$ cat src/rtl/uart_pkg.sv
// Shared types and constants for the parametrised UART: FSM state encoding
// and the oversampling constants used by both the RX and TX sequencers.
package uart_pkg;

  typedef enum logic [2:0] {
    IDLE,
    START,
    DATA,
    PARITY,
    STOP
  } uart_state_t;

  localparam int OVS       = 16;
  localparam int MID_START = 7;

endpackage

$ cat src/rtl/uart_fifo.sv
// Circular FIFO with registered empty/full flags and a first-word-fall-through head.
// A push into a full FIFO is accepted only when a pop happens in the same cycle.
module uart_fifo
  import uart_pkg::*;
#(
  parameter int DBIT   = 8,
  parameter int FIFO_W = 2
) (
  input  logic            clock,
  input  logic            reset,
  input  logic            push,
  input  logic            pop,
  input  logic [DBIT-1:0] w_data,
  output logic [DBIT-1:0] r_data,
  output logic            empty,
  output logic            full
);

  localparam int DEPTH = 2 ** FIFO_W;

  logic [DBIT-1:0]   mem [DEPTH];
  logic [FIFO_W-1:0] wptr, rptr, wptr_inc, rptr_inc;
  logic              push_ok, pop_ok;

  assign pop_ok   = pop & ~empty;
  assign push_ok  = push & (~full | pop_ok);
  assign wptr_inc = wptr + 1'b1;
  assign rptr_inc = rptr + 1'b1;

  always_ff @(posedge clock) begin
    if (push_ok) mem[wptr] <= w_data;
  end

  always_ff @(posedge clock) begin
    if (!reset) begin
      wptr  <= '0;
      rptr  <= '0;
      empty <= 1'b1;
      full  <= 1'b0;
    end else begin
      if (push_ok) wptr <= wptr_inc;
      if (pop_ok)  rptr <= rptr_inc;
      case ({push_ok, pop_ok})
        2'b10: begin
          empty <= 1'b0;
          full  <= (wptr_inc == rptr);
        end
        2'b01: begin
          full  <= 1'b0;
          empty <= (rptr_inc == wptr);
        end
        default: ;
      endcase
    end
  end

  // Head reads as zero while empty so the output is defined out of reset.
  assign r_data = empty ? '0 : mem[rptr];

endmodule

$ cat src/rtl/uart_fifo_param.sv
// Full-duplex UART, 16x oversampled, runtime baud divisor, RX/TX FIFOs, sticky errors.
// Optional parity bit and rx_parity_err when UART_PARITY_EN is defined.
//   state  | meaning
//   IDLE   | line idle (RX: waiting for low, TX: waiting for data on a tick)
//   START  | start bit (RX: qualify at mid-bit)
//   DATA   | data bits, LSB first, 16 ticks each
//   PARITY | parity bit (only with UART_PARITY_EN)
//   STOP   | stop bit, SB_TICK ticks
module uart_fifo_param
  import uart_pkg::*;
#(
  parameter int DBIT    = 8,
  parameter int SB_TICK = 16,
  parameter int DVSR_W  = 11,
  parameter int FIFO_W  = 2
) (
  input  logic              clock,
  input  logic              reset,
  input  logic [DVSR_W-1:0] baud_div,
  input  logic              rd,
  input  logic              wr,
  input  logic [DBIT-1:0]   w_data,
  output logic [DBIT-1:0]   r_data,
  output logic              rx_empty,
  output logic              tx_full,
  output logic              rx_overrun,
  output logic              rx_frame_err,
  input  logic              err_clr,
`ifdef UART_PARITY_EN
  input  logic              parity_odd,
  output logic              rx_parity_err,
`endif
  input  logic              rx,
  output logic              tx
);

  localparam logic [5:0] S_MID   = 6'(MID_START);
  localparam logic [5:0] S_BIT   = 6'(OVS - 1);
  localparam logic [5:0] SB_LAST = 6'(SB_TICK - 1);
  localparam logic [3:0] N_LAST  = 4'(DBIT - 1);

  // Divisor is captured at each wrap so a mid-period change cannot overrun the compare.
  logic [DVSR_W-1:0] baud_cnt, div_q;
  logic              tick;

  assign tick = (baud_cnt == div_q);

  always_ff @(posedge clock) begin
    if (!reset || tick) begin
      baud_cnt <= '0;
      div_q    <= baud_div;
    end else begin
      baud_cnt <= baud_cnt + 1'b1;
    end
  end

  logic rx_meta, rx_sync;

  always_ff @(posedge clock) begin
    if (!reset) begin
      rx_meta <= 1'b1;
      rx_sync <= 1'b1;
    end else begin
      rx_meta <= rx;
      rx_sync <= rx_meta;
    end
  end

  logic            rx_push, rx_full, tx_pop, tx_empty;
  logic [DBIT-1:0] rx_word, tx_head;

  uart_fifo #(.DBIT(DBIT), .FIFO_W(FIFO_W)) u_rx_fifo (
    .clock(clock), .reset(reset), .push(rx_push), .pop(rd), .w_data(rx_word),
    .r_data(r_data), .empty(rx_empty), .full(rx_full)
  );

  uart_fifo #(.DBIT(DBIT), .FIFO_W(FIFO_W)) u_tx_fifo (
    .clock(clock), .reset(reset), .push(wr), .pop(tx_pop), .w_data(w_data),
    .r_data(tx_head), .empty(tx_empty), .full(tx_full)
  );

  uart_state_t     rx_state, rx_state_n;
  logic [5:0]      rs, rs_n;
  logic [3:0]      rn, rn_n;
  logic [DBIT-1:0] rb, rb_n;
  logic            frame_set;
`ifdef UART_PARITY_EN
  logic            par_set;
`endif

  assign rx_word = rb;

  always_ff @(posedge clock) begin
    if (!reset) begin
      rx_state <= IDLE;
      rs       <= '0;
      rn       <= '0;
      rb       <= '0;
    end else begin
      rx_state <= rx_state_n;
      rs       <= rs_n;
      rn       <= rn_n;
      rb       <= rb_n;
    end
  end

  always_comb begin
    rx_state_n = rx_state;
    rs_n       = rs;
    rn_n       = rn;
    rb_n       = rb;
    rx_push    = 1'b0;
    frame_set  = 1'b0;
`ifdef UART_PARITY_EN
    par_set    = 1'b0;
`endif
    case (rx_state)
      IDLE: if (!rx_sync) begin
        rx_state_n = START;
        rs_n       = '0;
      end
      START: if (tick) begin
        if (rs == S_MID) begin
          rs_n = '0;
          rn_n = '0;
          rx_state_n = rx_sync ? IDLE : DATA;
        end else begin
          rs_n = rs + 1'b1;
        end
      end
      DATA: if (tick) begin
        if (rs == S_BIT) begin
          rs_n = '0;
          rb_n = {rx_sync, rb[DBIT-1:1]};
          if (rn == N_LAST) begin
`ifdef UART_PARITY_EN
            rx_state_n = PARITY;
`else
            rx_state_n = STOP;
`endif
          end else begin
            rn_n = rn + 1'b1;
          end
        end else begin
          rs_n = rs + 1'b1;
        end
      end
`ifdef UART_PARITY_EN
      PARITY: if (tick) begin
        if (rs == S_BIT) begin
          rs_n       = '0;
          rx_state_n = STOP;
          par_set    = (rx_sync != ((^rb) ^ parity_odd));
        end else begin
          rs_n = rs + 1'b1;
        end
      end
`endif
      STOP: if (tick) begin
        if (rs == SB_LAST) begin
          rx_push    = 1'b1;
          frame_set  = ~rx_sync;
          rx_state_n = IDLE;
        end else begin
          rs_n = rs + 1'b1;
        end
      end
      default: rx_state_n = IDLE;
    endcase
  end

  // A simultaneous rd frees a slot, so the incoming frame is not lost then.
  logic overrun_set;
  assign overrun_set = rx_push & rx_full & ~rd;

  always_ff @(posedge clock) begin
    if (!reset) begin
      rx_overrun    <= 1'b0;
      rx_frame_err  <= 1'b0;
`ifdef UART_PARITY_EN
      rx_parity_err <= 1'b0;
`endif
    end else begin
      if (overrun_set)  rx_overrun <= 1'b1;
      else if (err_clr) rx_overrun <= 1'b0;
      if (frame_set)    rx_frame_err <= 1'b1;
      else if (err_clr) rx_frame_err <= 1'b0;
`ifdef UART_PARITY_EN
      if (par_set)      rx_parity_err <= 1'b1;
      else if (err_clr) rx_parity_err <= 1'b0;
`endif
    end
  end

  uart_state_t     tx_state, tx_state_n;
  logic [5:0]      ts, ts_n;
  logic [3:0]      tn, tn_n;
  logic [DBIT-1:0] tb, tb_n;
  logic            tx_reg, tx_n, load;
`ifdef UART_PARITY_EN
  logic            tp, tp_n;
`endif

  assign tx = tx_reg;

  always_ff @(posedge clock) begin
    if (!reset) begin
      tx_state <= IDLE;
      ts       <= '0;
      tn       <= '0;
      tb       <= '0;
      tx_reg   <= 1'b1;
`ifdef UART_PARITY_EN
      tp       <= 1'b0;
`endif
    end else begin
      tx_state <= tx_state_n;
      ts       <= ts_n;
      tn       <= tn_n;
      tb       <= tb_n;
      tx_reg   <= tx_n;
`ifdef UART_PARITY_EN
      tp       <= tp_n;
`endif
    end
  end

  // Frames start on a tick so every bit, including the start bit, is exactly 16 ticks.
  always_comb begin
    tx_state_n = tx_state;
    ts_n       = ts;
    tn_n       = tn;
    tb_n       = tb;
    tx_n       = tx_reg;
    tx_pop     = 1'b0;
    load       = 1'b0;
`ifdef UART_PARITY_EN
    tp_n       = tp;
`endif
    case (tx_state)
      IDLE: begin
        tx_n = 1'b1;
        if (tick && !tx_empty) load = 1'b1;
      end
      START: if (tick) begin
        if (ts == S_BIT) begin
          ts_n       = '0;
          tn_n       = '0;
          tx_state_n = DATA;
          tx_n       = tb[0];
        end else begin
          ts_n = ts + 1'b1;
        end
      end
      DATA: if (tick) begin
        if (ts == S_BIT) begin
          ts_n = '0;
          tb_n = tb >> 1;
          if (tn == N_LAST) begin
`ifdef UART_PARITY_EN
            tx_state_n = PARITY;
            tx_n       = tp;
`else
            tx_state_n = STOP;
            tx_n       = 1'b1;
`endif
          end else begin
            tn_n = tn + 1'b1;
            tx_n = tb[1];
          end
        end else begin
          ts_n = ts + 1'b1;
        end
      end
`ifdef UART_PARITY_EN
      PARITY: if (tick) begin
        if (ts == S_BIT) begin
          ts_n       = '0;
          tx_state_n = STOP;
          tx_n       = 1'b1;
        end else begin
          ts_n = ts + 1'b1;
        end
      end
`endif
      STOP: if (tick) begin
        if (ts == SB_LAST) begin
          if (!tx_empty) begin
            load = 1'b1;
          end else begin
            tx_state_n = IDLE;
            tx_n       = 1'b1;
          end
        end else begin
          ts_n = ts + 1'b1;
        end
      end
      default: begin
        tx_state_n = IDLE;
        tx_n       = 1'b1;
      end
    endcase
    if (load) begin
      tx_pop     = 1'b1;
      tb_n       = tx_head;
      ts_n       = '0;
      tx_state_n = START;
      tx_n       = 1'b0;
`ifdef UART_PARITY_EN
      tp_n       = (^tx_head) ^ parity_odd;
`endif
    end
  end

endmodule
$ cat config.mk
export PLATFORM = sky130hd
export DESIGN_NAME = uart_fifo_param
export DESIGN_NICKNAME = d
export VERILOG_FILES = /design/src/rtl/uart_pkg.sv /design/src/rtl/uart_fifo.sv /design/src/rtl/uart_fifo_param.sv
export SDC_FILE = /design/constraint.sdc
export NUM_CORES = 1
export LEC_CHECK = 0
export ABC_AREA = 1
export BUFFER_PORTS_ARGS = -buffer_cell sky130_fd_sc_hd__buf_4
export CAP_MARGIN = 20
export CELL_PAD_IN_SITES_DETAIL_PLACEMENT = 1
export CELL_PAD_IN_SITES_GLOBAL_PLACEMENT = 2
export CORE_MARGIN = 3
export CORE_UTILIZATION = 41
export CTS_CLUSTER_DIAMETER = 120
export DETAILED_ROUTE_END_ITERATION = 12
export GPL_TIMING_DRIVEN = 0
export PLACE_DENSITY_LB_ADDON = 0.08
export RECOVER_POWER = 100
export SYNTH_ARGS = -nofsm -noshare
export SYNTH_HDL_FRONTEND = slang
export SYNTH_SLANG_ARGS = --single-unit
$ cat constraint.sdc
create_clock -name clock -period 3.7 [get_ports clock]
set_input_delay 0.37 -clock clock [delete_from_list [all_inputs] [get_ports clock]]
set_output_delay 0.37 -clock clock [all_outputs]
set_load 0.02 [all_outputs]
==> Word level (Yosys, flattened, before mapping) <==
Memories as Yosys holds them, arrays and structs flattened. A register that Yosys moved wholly into a read port is not among the register bits.
Index checks and enable logic that the tools add are counted.
{ "word_totals": {"ff_bits": 81, "ramBits": 64, "out_inout_bits": 13, "word_cells": 218, "n_memories": 2} }
{ "memory_table": {"columns": ["name", "depth", "width", "rd", "rd_ports_with_merged_regs", "wr", "line", "text"], "rows": [
  ["u_rx_fifo.mem", 4, 8, 1, 1, 1, "uart_fifo.sv:21", "logic [DBIT-1:0] mem [DEPTH];"],
  ["u_tx_fifo.mem", 4, 8, 1, 1, 1, "uart_fifo.sv:21", null]
]} }
{ "op_classes": {"add_sub_neg": 9, "n_eq_ne": 50, "n_mux": 88, "n_bitwise": 16, "reduce_logical": 29} }
{ "ops": {"columns": ["cell", "count"], "rows": [
  ["$mux 6", 11],
  ["$mux 3", 16],
  ["$mux 8", 6],
  ["$mux 4", 10],
  ["$ne 2x2->1 const B", 20],
  ["$mux 1", 28],
  ["$pmux 3 s4", 2],
  ["$pmux 6 s4", 1],
  ["$ne 3x3->1 const B", 7],
  ["$reduce_bool 2->1", 10],
  ["$reduce_and 6->1", 3],
  ["$reduce_and 9->1", 2],
  ["$pmux 4 s2", 2],
  ["$add 6x1->6 const B", 2],
  ["$eq 6x4->1 const B", 2],
  ["$pmux 6 s2", 1],
  ["$add 11x1->11 const B", 1],
  ["$eq 11x11->1", 1],
  ["$mux 2", 5],
  ["$pmux 1 s2", 5],
  ["$add 2x1->2 const B", 4],
  ["$add 4x1->4 const B", 2],
  ["$eq 2x2->1", 4],
  ["$eq 4x3->1 const B", 2],
  ["22 further kinds", 45]
]} }

==> Logic depth before layout (Yosys ltp) <==
{ "logic_depth": {"ltp_word": 10, "mapped_depth": 14, "depth_no_buf": 14} }

==> Modules after synthesis <==
A second synthesis with hierarchy kept.
{ "hier_totals": {"hier_cells": 838, "hier_area_um2": 6931.6} }
{ "modules_own_cells": {"columns": ["mod", "n_inst", "cells_per_inst", "area_per_inst_um2", "seq_area_each_um2"], "rows": [
  ["uart_fifo", 2, 192, 1794.2, 1121.1],
  ["uart_fifo_param", 1, 454, 3343.2, 1491.4]
]} }

==> Least setup slack after synthesis <==
No wires, ideal clock.
{ "synth_path": {"kind": "register -> register", "startpoint": "register div_q[1]", "endpoint": "memory u_tx_fifo.mem[0][0], enable pin", "arrival_time_ns": 1.637, "t_required_ns": 3.329, "path_slack_ns": 1.692, "path_stages_with_launch": 10, "n_path_buf": 0, "path_cell_list": "edfxtp_1 > xnor2_1 > nand2_1 > nor2_1 > nand3_4 > inv_2 > nand3_2 > nand2_1 > nand2_2 > nor2_1"} }
{ "synth_via": {"elab_chain_cells": 10} }
{ "synth_lines": {"columns": ["element", "line", "text"], "rows": [
  ["start: declaration", "uart_fifo_param.sv:43", "logic [DVSR_W-1:0] baud_cnt, div_q;"],
  ["start signal: assignment", "uart_fifo_param.sv:51", "div_q <= baud_div;"],
  ["$eq 11x11->1 *", "uart_fifo_param.sv:46", "assign tick = (baud_cnt == div_q);"],
  ["$logic_and 1x1->1", "uart_fifo_param.sv:243", "if (tick && !tx_empty) load = 1'b1;"],
  ["$mux 1", "uart_fifo_param.sv:243", null],
  ["$pmux 1 s2 *", "uart_fifo_param.sv:240", "case (tx_state)"],
  ["$mux 1 *", "uart_fifo_param.sv:303", "if (load) begin"],
  ["$and 1x1->1 *", "uart_fifo.sv:25", "assign pop_ok = pop & ~empty;"],
  ["$or 1x1->1 *", "uart_fifo.sv:26", "assign push_ok = push & (~full | pop_ok);"],
  ["$and 1x1->1 *", "uart_fifo.sv:26", null],
  ["$mux 1 *", "uart_fifo.sv:31", "if (push_ok) mem[wptr] <= w_data;"],
  ["$mux 1 (implied by the code) *", "uart_fifo.sv:31", null],
  ["end: declaration", "uart_fifo.sv:21", null]
]} }
Every way passes the cells marked *; elsewhere a longest branch is shown, timed or not.

==> Worst setup path in the final report <==
{ "layout_path": {"startpoint": "register baud_cnt[0]", "endpoint": "memory u_tx_fifo.mem[0][6], enable pin"} }
{ "layout_via": {"elab_chain_cells": 10} }
{ "layout_lines": {"columns": ["element", "line", "text"], "rows": [
  ["start: declaration", "uart_fifo_param.sv:43", null],
  ["start signal: assignment", "uart_fifo_param.sv:53", "baud_cnt <= baud_cnt + 1'b1;"],
  ["$eq 11x11->1 *", "uart_fifo_param.sv:46", null],
  ["$logic_and 1x1->1", "uart_fifo_param.sv:243", null],
  ["$mux 1", "uart_fifo_param.sv:243", null],
  ["$pmux 1 s2 *", "uart_fifo_param.sv:240", null],
  ["$mux 1 *", "uart_fifo_param.sv:303", null],
  ["$and 1x1->1 *", "uart_fifo.sv:25", null],
  ["$or 1x1->1 *", "uart_fifo.sv:26", null],
  ["$and 1x1->1 *", "uart_fifo.sv:26", null],
  ["$mux 1 *", "uart_fifo.sv:31", null],
  ["$mux 1 (implied by the code) *", "uart_fifo.sv:31", null]
]} }
Marked as above.

==> results.md <==
* DR WL met3 at 435 um
* IO Port Bufs at 37
* # setup viols final at 0
* Power per cell area at between 500 and 600 nW/um2
* Max Freq at ~0.33 GHz
* H-tree depth at 4
* Top Layer Used: met4
* DR vias/cell at 5.046
* HPWL after detailed placement at about 11000 um
* Metal-1 WL at between 7000 and 8000 um
* Via count of the routed design at 5127
* GRT Residual Overflow at 0
* Initial Utilization at 42.76%
* Largest net degree at the start of global routing at 21
* Core region area at 15540 um2
* Non-filler instance count after layout at 1016
* DR iter-0 viols at 297
* Sequential area share after synthesis at between 50% and 60%
* Worst setup EP type: register
* Mean Syn Cell Area at about 9 um2
* Routability congestion estimate at roughly 0.77
* CTS buffer count at 17
* Slew @ Worst Pin at a little over 1 ns
* Fin Setup TNS at 0 ns
* CTS Hold Bufs at 0
* Final ANT Viol Nets at 0
* Max-cap violations at 0
* Total track usage at 19.05%
* Number of filler cells placed in the layout at 1883
* Global-route wire length before repair at 27050 um
* Clk_lat worst skew at 0.43 ns
* Root buffer cell: clkbuf_16
* WL met2 at 8014 um
* Antenna Cells at 0
* Drt wl/cell at 15.78 um
* Post-synth top area cell: edfxtp_1
* WS Path Type: reg -> reg
* Final WL at 16030 um
* Final period util at between 80% and 90%
* Area of the multi-input gates at 2434 um2
* Number of global-route vias before repair at 5415
* #FFs+latches synth at about 150
* Cts repair resizes at 0
* Hold/Removal Path Class: in -> reg
* Flip-flop and latch area at 3734 um2
* Warnings from Yosys at 0
* Mapped Cells at 736
* Share of flip-flops with an asynchronous set or reset at 0%
* Required time worst endpoint at 3.75 ns
* Final min period at 3.023 ns
* Clk slew on worst S/H paths at around 0.06 ns
* # DRC at 0
* Ys flop type: edfxtp_1
* Max VDD drop at between 0.0004 and 0.0005 V
* Yosys cell types at 40
* CTS tree: built
* Nets at 832
* Post-CTS Setup Bufs at 0
* Clock sink count at 149
* Worst slew margin at 31.82%
* DIE WIDTH at roughly 130 um
* Die ar. at 17770 um2
* EDFF count, synth at 75
* Dpl cells at slightly below 1000
* Slew Viols, Final at 0
* Standard-cell rows at 45
* Layout cells sized above 1 at 7.578%
* Leakage at 0.002921 uW
* Syn_nets at 776
* Status: completed
* Final Skew at slightly below 0.01 ns
* Die Y-Extent at between 100 and 150 um
* Fin. Hold Viols at 0
* Ports at 38
* CP max FO at 8
* Setup crit start kind: register
* Clk buf depth at 2
* Cell Area, Synth at between 6000 and 7000 um2
* Main area contributors after synthesis: edfxtp_1, dfxtp_1, nor2_1, nand2_1, inv_1
* Initial antenna violation count at 0
* RSZ-0062 raised after global routing: false
* Placed inst area at approximately 7200 um2
* Biggest regs: u_rx_fifo.mem x32, u_tx_fifo.mem x32
* CP arrival at 3.07 ns
* Area delta synth->final at 14.14%
* Post-synth top area share at 33.89%
* Post-route cell area at 7585 um2
* First drt pass iteration count at 4
==> routing by layer <==
layer	global-route usage, %	vias to the layer above
met5	0	-
met4	6.343	0
met3	4.381	18
met2	32.82	60
met1	23.68	2479
li1	-	2570
==> final cells by class <==
class                      count  share of cell area (%)
clock inverter                13                   1.749
clock buffer                  19                   5.708
buffer                        18                  0.9898
sequential                   149                   49.22
inverter                      84                   4.190
tap                          211                   3.481
timing repair buffer          37                   2.573
multi-input combinational    485                   32.09
==> power by group <==
group          total [uW]  leakage (uW)  switching, uW  internal (uW)
combinational         621       0.00132            433            188
sequential           1840       0.00133           46.2           1800
clock                1680      0.000271            689            989
==> worst paths after layout <==
| kind | start | endpoint | slack (ns) | cells after the start |
|---|---|---|---|---|
| hold / removal | baud_div[9] | div_q[9] | 0.14 | 1 |
| setup / recovery | baud_cnt[0] | u_tx_fifo.mem[0][6] | 0.68 | 10 |
| setup reg to reg | baud_cnt[0] | u_tx_fifo.mem[0][6] | 0.68 | 10 |
| hold reg to reg | rx_meta | rx_sync | 0.43 | 1 |
==> placed cells by master, fill, tap and decap left out, types with 9 or more instances in the layout <==
| cell type | count |
|---|---|
| nor2_1 | 127 |
| nand2_1 | 115 |
| inv_1 | 80 |
| edfxtp_1 | 75 |
| dfxtp_1 | 74 |
| o21ai_0 | 55 |
| a21oi_1 | 52 |
| clkbuf_1 | 41 |
| nand3_1 | 37 |
| clkbuf_16 | 17 |
| xor2_1 | 15 |
| ha_1 | 15 |
| o21ai_1 | 12 |
| clkbuf_4 | 11 |
| nor3_1 | 9 |
==> critical path, stage by stage, from the launching register on <==
cell and delay [ns]:
dfxtp_1 0.46, nand2_1 0.09, nand2_1 0.08, nand2_1 0.05
nor2_1 0.10, nand3_1 0.41, inv_1 0.26, nand3_1 0.19
nand2_1 0.16, nand2_1 0.18, nor2_1 0.66
==> logic make-up after synthesis <==
| family | Yosys count | share of synthesized area [%] |
|---|---|---|
| flip-flops | 149 | 56.19 |
| XOR/XNOR | 22 | 2.900 |
| adder cells (fa/ha/maj) | 15 | 2.824 |
| AO/OA/AOI/OAI | 140 | 11.67 |
| AND/OR/NAND/NOR | 308 | 20.35 |
| buffers and inverters | 102 | 6.063 |
==> synthesized netlist by cell type (7+ instances only) <==
cell / count
a21oi_1: 52
clkbuf_1: 14
dfxtp_1: 74
edfxtp_1: 75
ha_1: 15
inv_1: 76
inv_2: 7
nand2_1: 111
nand3_1: 34
nor2_1: 126
nor3_1: 9
o21ai_0: 52
o21ai_1: 14
o32ai_1: 7
xnor2_1: 7
xor2_1: 15
==> metrics by stage <==
| stage | power, uW | hold slack [ns] | setup WS, ns | utilization [%] |
|---|---|---|---|---|
| floorplan | 2366 | 0.3925 | 1.692 | - |
| global placement | 2523 | 0.3987 | 1.038 | 46.25 |
| detailed placement | 2554 | 0.4069 | 0.9785 | 46.25 |
| CTS | 4239 | 0.09235 | 0.9706 | 49.89 |
| global route | 4371 | 0.1190 | 0.3359 | 48.81 |
| finish | 4143 | 0.1364 | 0.6770 | 48.81 |
No activity file was read; power rests on OpenSTA's default activity.
